==> src/rtl/prog_load_ctrl.sv <==
// Load/run sequencer for the 32x16 instruction memory: streams a program in,
// holds the CPU in reset while loading, runs it free or single-step, and freezes it on halt.
module prog_load_ctrl #(
  parameter int          DATA_W    = 16,
  parameter int          ADDR_W    = 5,
  parameter int          PC_W      = 8,
  parameter logic [15:0] HALT_WORD = 16'hFFFF,
  parameter logic [15:0] MAX_CYC   = 16'd1000
) (
  input  logic              clk,
  input  logic              reset,
  input  logic              load_start,
  input  logic              ld_valid,
  input  logic [DATA_W-1:0] ld_data,
  input  logic              ld_last,
  output logic              ld_ready,
  input  logic [PC_W-1:0]   pc,
  output logic [DATA_W-1:0] instruction,
  output logic              cpu_reset,
  output logic              cpu_run,
  input  logic              step_mode,
  input  logic              step_req,
  output logic [1:0]        state,
  output logic [ADDR_W:0]   load_count,
  output logic              halted,
  output logic              err
);

  localparam int DEPTH = 2 ** ADDR_W;

  typedef enum logic [1:0] {
    S_IDLE = 2'b00,
    S_LOAD = 2'b01,
    S_RUN  = 2'b10,
    S_HALT = 2'b11
  } state_t;

  state_t            cur_state, nxt_state;
  logic [DATA_W-1:0] mem [DEPTH];
  logic [ADDR_W-1:0] wr_ptr;
  logic [15:0]       cyc_cnt;
  logic              step_q;
  logic              pc_ok, is_halt, xfer, step_pulse, wdog_hit;

  // Loader handshake: a word moves only on a cycle where ld_valid and ld_ready are both high;
  // ld_ready is high exactly while in LOAD, and ld_valid alone never writes.
  assign ld_ready    = (cur_state == S_LOAD);
  assign xfer        = ld_valid & ld_ready;

  // Addresses at or above DEPTH fetch the halt word so the CPU stops instead of aliasing.
  assign pc_ok       = (pc[PC_W-1:ADDR_W] == '0);
  assign instruction = pc_ok ? mem[pc[ADDR_W-1:0]] : HALT_WORD;
  assign is_halt     = (instruction == HALT_WORD);

  assign step_pulse  = step_req & ~step_q;
  assign cpu_run     = (cur_state == S_RUN) & ~is_halt & (~step_mode | step_pulse);
  assign wdog_hit    = cpu_run & (cyc_cnt == MAX_CYC - 16'd1);
  assign state       = cur_state;

  always_comb begin
    nxt_state = cur_state;
    cpu_reset = 1'b0;
    halted    = 1'b0;
    case (cur_state)
      S_IDLE: begin
        cpu_reset = 1'b1;
        if (load_start) nxt_state = S_LOAD;
      end
      S_LOAD: begin
        cpu_reset = 1'b1;
        if (xfer && (ld_last || wr_ptr == ADDR_W'(DEPTH - 1))) nxt_state = S_RUN;
      end
      S_RUN: begin
        if (load_start)             nxt_state = S_LOAD;
        else if (is_halt || wdog_hit) nxt_state = S_HALT;
      end
      S_HALT: begin
        halted = 1'b1;
        if (load_start) nxt_state = S_LOAD;
      end
      default: nxt_state = S_IDLE;
    endcase
  end

  always_ff @(posedge clk) begin
    if (!reset) begin
      cur_state  <= S_IDLE;
      wr_ptr     <= '0;
      load_count <= '0;
      err        <= 1'b0;
      cyc_cnt    <= '0;
      step_q     <= 1'b0;
    end else begin
      cur_state <= nxt_state;
      step_q    <= step_req;
      if (nxt_state == S_LOAD && cur_state != S_LOAD) begin
        wr_ptr     <= '0;
        load_count <= '0;
        err        <= 1'b0;
      end else if (xfer) begin
        wr_ptr     <= wr_ptr + 1'b1;
        load_count <= load_count + 1'b1;
      end
      if (cur_state == S_RUN && !load_start && (!pc_ok || wdog_hit)) err <= 1'b1;
      // Holding the counter at zero outside RUN gives a fresh count on every entry.
      if (cur_state != S_RUN) cyc_cnt <= '0;
      else if (cpu_run)       cyc_cnt <= cyc_cnt + 16'd1;
    end
  end

  // Memory has no reset so a partially loaded program survives a reset.
  always_ff @(posedge clk) begin
    if (reset && xfer) mem[wr_ptr] <= ld_data;
  end

endmodule

==> config.mk <==
export PLATFORM = sky130hd
export DESIGN_NAME = prog_load_ctrl
export DESIGN_NICKNAME = d
export VERILOG_FILES = /design/src/rtl/prog_load_ctrl.sv
export SDC_FILE = /design/constraint.sdc
export NUM_CORES = 1
export LEC_CHECK = 0
export CAP_MARGIN = 10
export CORE_ASPECT_RATIO = 0.7
export CORE_UTILIZATION = 63
export DETAILED_ROUTE_END_ITERATION = 10
export DONT_BUFFER_PORTS = 1
export PLACE_DENSITY = 0.82
export SKIP_CTS_REPAIR_TIMING = 1
export SYNTH_ARGS = -nofsm -noshare
export SYNTH_HDL_FRONTEND = slang
export SYNTH_SLANG_ARGS = --single-unit
==> constraint.sdc <==
create_clock -name clk -period 3.6 [get_ports clk]
set_clock_uncertainty 0.1 [all_clocks]
set_input_delay 0.36 -clock clk [delete_from_list [all_inputs] [get_ports clk]]
set_output_delay 0.36 -clock clk [all_outputs]
set_load 0.05 [all_outputs]
# Yosys cells after proc, flatten, opt, wreduce, memory -nomap -nowiden
# Memory sizes are Yosys's and may differ from the RTL's.
# Cells that the tools add are included.
# totals
elab_cells	58
ramBits	512
regBits	31
out_inout_bits	29
in_bits	31
memories	1
# classes
bitwise	10
add_sub_neg	3
eq_ne	9
n_reduce_logical	17
n_mux	12
# memory_table
name	words	word_bits	rd	rd_clocked_by_memory_dff	write_ports	line_no	source
mem	32	16	1	0	1	39	logic [DATA_W-1:0] mem [DEPTH];
# op_table
operator	count
adder 16 x 1 -> 16 bit (second input constant)	1
== test 16 x 10 -> 1 bit (second input constant)	1
== test 16 bit (second input constant)	1
2-to-1 mux 16 bit	1
2-to-1 mux 2 bit	4
OR reduction 2 bit	4
adder 6 x 1 -> 6 bit (second input constant)	1
2-to-1 mux 1 bit	6
one-hot mux 2 bit (3 select lines)	1
adder 5 x 1 -> 5 bit (second input constant)	1
AND 1 bit	5
== test 5 bit (second input constant)	1
logical AND 1 bit	5
== test 2 x 1 -> 1 bit (second input constant)	2
== test 2 bit (second input constant)	2
NOT 1 bit	4
logical NOT 3 bit	1
logical OR 1 bit	3
logical NOT 1 bit	2
logical NOT 2 bit	1
inequality test 2 x 1 -> 1 bit (second input constant)	1
inequality test 2 bit (second input constant)	1
nonzero test 2 bit	1
OR 1 bit	1

# Longest topological paths before layout
# depth
word_depth	15
mapped_depth	16
ltp_nobuf	10

# Worst setup path after synthesis
# OpenSTA, ideal clock, no wires.
# synth_path
kind	input -> output
start	input port pc[1]
end	output port cpu_run
cell_stages	12
arrival_time_ns	3.715
setup_slack_ns	-0.575
required_time_ns	3.140
n_path_buf	5
cell_sequence	buf_6 -> buf_6 -> buf_6 -> buf_2 -> mux2i_1 -> a221oi_1 -> o22ai_1 -> a211oi_1 -> and4_1 -> a31o_4 -> buf_2 -> inv_1
# synth_via
elab_chain_cells	6
# synth_rtl
element	line_no	source
from (decl)	17	input logic [PC_W-1:0] pc,
memory (32 x 16 bit)	-	
2-to-1 mux 16 bit	52	assign instruction = pc_ok ? mem[pc[ADDR_W-1:0]] : HALT_WORD;
via instruction[9]	18	output logic [DATA_W-1:0] instruction,
== test 16 bit	53	assign is_halt = (instruction == HALT_WORD);
NOT 1 bit	56	assign cpu_run = (cur_state == S_RUN) & ~is_halt & (~step_mode | step_pulse);
AND 1 bit (2 in series)	56	
to (decl)	20	output logic cpu_run,
# The timed path passes the listed nets, and every way through them passes these cells.

# Worst setup path in the final report
# layout_path
start	memory mem[6][11]
end	output port cpu_run
# layout_via
elab_chain_cells	6
# layout_rtl
element	line_no
from (decl)	39
memory (32 x 16 bit)	-
2-to-1 mux 16 bit	52
== test 16 bit	53
NOT 1 bit	56
AND 1 bit (2 in series)	56
# Every way passes these cells.

==> results.txt <==
----------------------------------------------------
[Logic synthesis]
  Synth Net Count ... 1219
  Area share of the largest cell type after synthesis ... a little under three quarters
  Leading register cell type out of synthesis ... sky130_fd_sc_hd__edfxtp_1
  Cell area after synthesis ... between 20000 and 25000 sq um
  Number of synthesis warnings ... 0
  Yosys top cell by area ... sky130_fd_sc_hd__edfxtp_1
  Synthesized area per cell ... roughly 18 sq um
  Cell variety after synth ... between 50 and 60
  Number of flip-flops and latches in the synthesized netlist ... between 500 and 600
  Async S/R FF share, synth ... 0%
  Sequential share of the synthesized area ... 73.9%
  Number of instances in the synthesized netlist ... between 1000 and 1500
  Number of enable flip-flop cells after synthesis ... 512
  Leading post-synthesis cells by cell area ... sky130_fd_sc_hd__edfxtp_1 71%, sky130_fd_sc_hd__mux4_2 8.3%, sky130_fd_sc_hd__mux2i_1 5.6%, sky130_fd_sc_hd__dfxtp_1 2.9%, sky130_fd_sc_hd__nor2_1 1.2%

[CTS]
  Buffers from clock root to sink, at most ... 3
  Clock-pin slew reported for the worst setup and hold paths after clock tree synthesis ... 60 ps
  Cell chosen for the clock root ... sky130_fd_sc_hd__clkbuf_16
  Clock buffer count from CTS ... between 40 and 50
  Clock latency on the worst-skew pair ... around 570 ps
  Num Clock Sinks ... ~540
  Clock tree from TritonCTS ... built
  H-tree levels ... 2

[Route]
  Via density per instance ... 6.72
  Count of TritonRoute iterations in the first routing pass ... 6
  Detail Route Antenna Nets ... 0
  Total wire length ... roughly 52000 um
  First-iteration detailed-routing DRC count ... ~1600
  Total via count in the routed design ... roughly 12000
  DRC violation count after routing ... 0
  Per-cell routed wire length ... 29.9 um

[Global routing]
  Number of global-route vias before repair ... about 11000
  Number of antenna violations at the first check in global routing ... 0
  First-pass GRT wire length ... roughly 73000 um
  Sum of overflow across all layers after global routing ... 0
  Global-route usage over all layers ... about 29%
  Largest net degree at the start of global routing ... between 100 and 150

[Place]
  Count of input and output buffers ... 0
  Routability cong. ... a little under 1
  Worst setup slack after placement ... 180 ps
  Half-perimeter wire length after detailed placement ... ~31000 um
  Total placed cells including tap cells ... ~1600
  Post-detailed-placement cell area ... ~22000 sq um

[Power]
  Worst IR drop on VDD ... between 0.0004 and 0.0005 V
  Static leakage ... around 8.0 nW
  Power density relative to cell area ... slightly above 500 nW/um^2

[Cells and area]
  Share of layout cells above drive strength 1 ... between 10% and 20%
  Area added between synthesis and finish ... 12.8%
  Finished Layout Cells ... 1741
  Layout net count ... 1311
  Non-Filler Cell Area, Final ... approximately 24000 sq um
  Number of antenna cells inserted ... 0
  Final core utilization ... ~73%
  Number of fill cells ... 1912

[Timing]
  Slew Limit Headroom ... between 50% and 60%
  Final period utilization ... around 100%
  Max Slew Vio Count ... 0
  Worst-case hold slack ... between 2 and 2.5 ps
  Crit path time final ... ~3600 ps
  Setup Viol. Count Final ... 0
  Final Worst Setup Slack ... ~16 ps
  Measured slew at the worst slew-check pin ... just under 700 ps
  Achievable Freq ... 279 MHz
  Final Hold Violating Endpoints ... 0

[Worst setup path]
  Crit path launch ... mem[6][11]
  Endpoint required time on the critical path ... 3140 ps
  Arrival time at the worst endpoint ... 3120 ps
  Maximum fanout count along the critical path ... 10
  Crit Reg-Reg Startpoint ... mem[11][4]
  CP Launch Type ... flip-flop
  Type of element capturing the critical path ... primary output
  WS Path Type ... reg2out

[Floorplan]
  Area enclosed by the die boundary ... around 35000 sq um
  Core Area ... approximately 34000 sq um
  Die Wd ... 224 um
  Die Y ... 157 um
  Number of placement rows ... 56
  Effective utilization at floorplan ... ~64%
  Top Ports ... 60

[Hold path]
  Path category of the worst min-delay check ... in2reg
  Hold wc startpoint ... ld_data[3]

[Run]
  Max capacitance violation total ... 0

[Run status]
  Outcome ... finished, final reports clean

----------------------------------------------------
## Yosys cell counts (13+ instances only)
| cell type | instances |
|---|---|
| sky130_fd_sc_hd__a21oi_1 | 17 |
| sky130_fd_sc_hd__a22oi_1 | 31 |
| sky130_fd_sc_hd__a31oi_1 | 13 |
| sky130_fd_sc_hd__buf_2 | 22 |
| sky130_fd_sc_hd__clkbuf_1 | 17 |
| sky130_fd_sc_hd__dfxtp_1 | 31 |
| sky130_fd_sc_hd__edfxtp_1 | 512 |
| sky130_fd_sc_hd__inv_1 | 21 |
| sky130_fd_sc_hd__mux2i_1 | 121 |
| sky130_fd_sc_hd__mux4_2 | 80 |
| sky130_fd_sc_hd__nand2_1 | 34 |
| sky130_fd_sc_hd__nand3_1 | 13 |
| sky130_fd_sc_hd__nor2_1 | 68 |
| sky130_fd_sc_hd__o21ai_0 | 17 |
## metal layers
metal | part of all wire [%] | GRT usage, % | vias up | routed length (um)
li1 | - | - | 4928 | -
met1 | 39 | 43.8 | 5961 | 20500
met2 | 46 | 44.8 | 734 | 24200
met3 | 12 | 7.04 | 81 | 6290
met4 | 2.1 | 6.62 | 0 | 1090
met5 | 0 | 0 | - | 0
## layout make-up
type	instances	area (sq um)	area share, %
flip-flops and latches	543	16000	65.5
multi-input cells	553	5290	21.7
clock buffers	62	1280	5.26
repair buffers	102	1040	4.24
well taps	435	544	2.23
clock inverters	25	200	0.820
inverters	21	78.8	0.323
## registers in the layout, summed over array words and instances, names as in the netlist
register / count
wr_ptr: 5
err: 1
mem: 512
load_count: 6
step_q: 1
cyc_cnt: 16
state: 2
## worst paths after layout
check           endpoint  slack [ps]  cells past startpoint
max reg2reg          err         220                     11
min reg2reg  cyc_cnt[10]         390                      2
min           mem[16][3]           2                      1
max              cpu_run          20                     10
## cell usage in the layout (no fill, tap or decap), types with 11 or more instances in the layout
master                          count
sky130_fd_sc_hd__edfxtp_1         512
sky130_fd_sc_hd__mux2i_1          120
sky130_fd_sc_hd__mux4_2            80
sky130_fd_sc_hd__buf_4             70
sky130_fd_sc_hd__nor2_1            68
sky130_fd_sc_hd__clkbuf_16         49
sky130_fd_sc_hd__nand2_1           34
sky130_fd_sc_hd__dfxtp_1           31
sky130_fd_sc_hd__a22oi_1           30
sky130_fd_sc_hd__inv_1             21
sky130_fd_sc_hd__buf_12            19
sky130_fd_sc_hd__o21ai_0           17
sky130_fd_sc_hd__a21oi_1           16
sky130_fd_sc_hd__a31oi_1           13
sky130_fd_sc_hd__nand3_1           13
sky130_fd_sc_hd__dlygate4sd3_1     13
sky130_fd_sc_hd__clkinv_1          12
sky130_fd_sc_hd__clkbuf_1          12
sky130_fd_sc_hd__ha_1              11
## power by group
group	total [mW]	internal (mW)	leakage (nW)	switching, mW
clock network	4.94	2.74	0.728	2.20
registers	6.93	6.91	4.85	0.0236
logic	0.640	0.267	2.47	0.374
total	12.5	9.91	8.05	2.60
## logic make-up after synthesis
logic type | Yosys count | synth area share (%)
buffers and inverters | 81 | 2.05
AOI/OAI and AO/OA | 129 | 4.23
DFF | 543 | 73.9
xor gates and xnor gates | 17 | 0.687
and+or+nand+nor | 187 | 4.21
muxes | 209 | 14.3
adders and majority gates | 11 | 0.635
## stage by stage
stage	total power, mW	setup TNS (ps)
floorplan	7.49	0
global placement	7.53	0
detailed placement	7.54	0
CTS	12.4	-76.9
global route	12.8	-30.7
finish	12.5	0
## critical path, cell delays in order (launching register included)
cell	delay, ps
sky130_fd_sc_hd__edfxtp_1	400
sky130_fd_sc_hd__mux2i_1	390
sky130_fd_sc_hd__a22o_1	220
sky130_fd_sc_hd__a221oi_1	70
sky130_fd_sc_hd__o32ai_1	420
sky130_fd_sc_hd__nor3_4	100
sky130_fd_sc_hd__and4_1	250
sky130_fd_sc_hd__a31o_4	270
sky130_fd_sc_hd__buf_4	170
sky130_fd_sc_hd__inv_1	120
sky130_fd_sc_hd__buf_12	150
(Power assumes the default switching activity.)
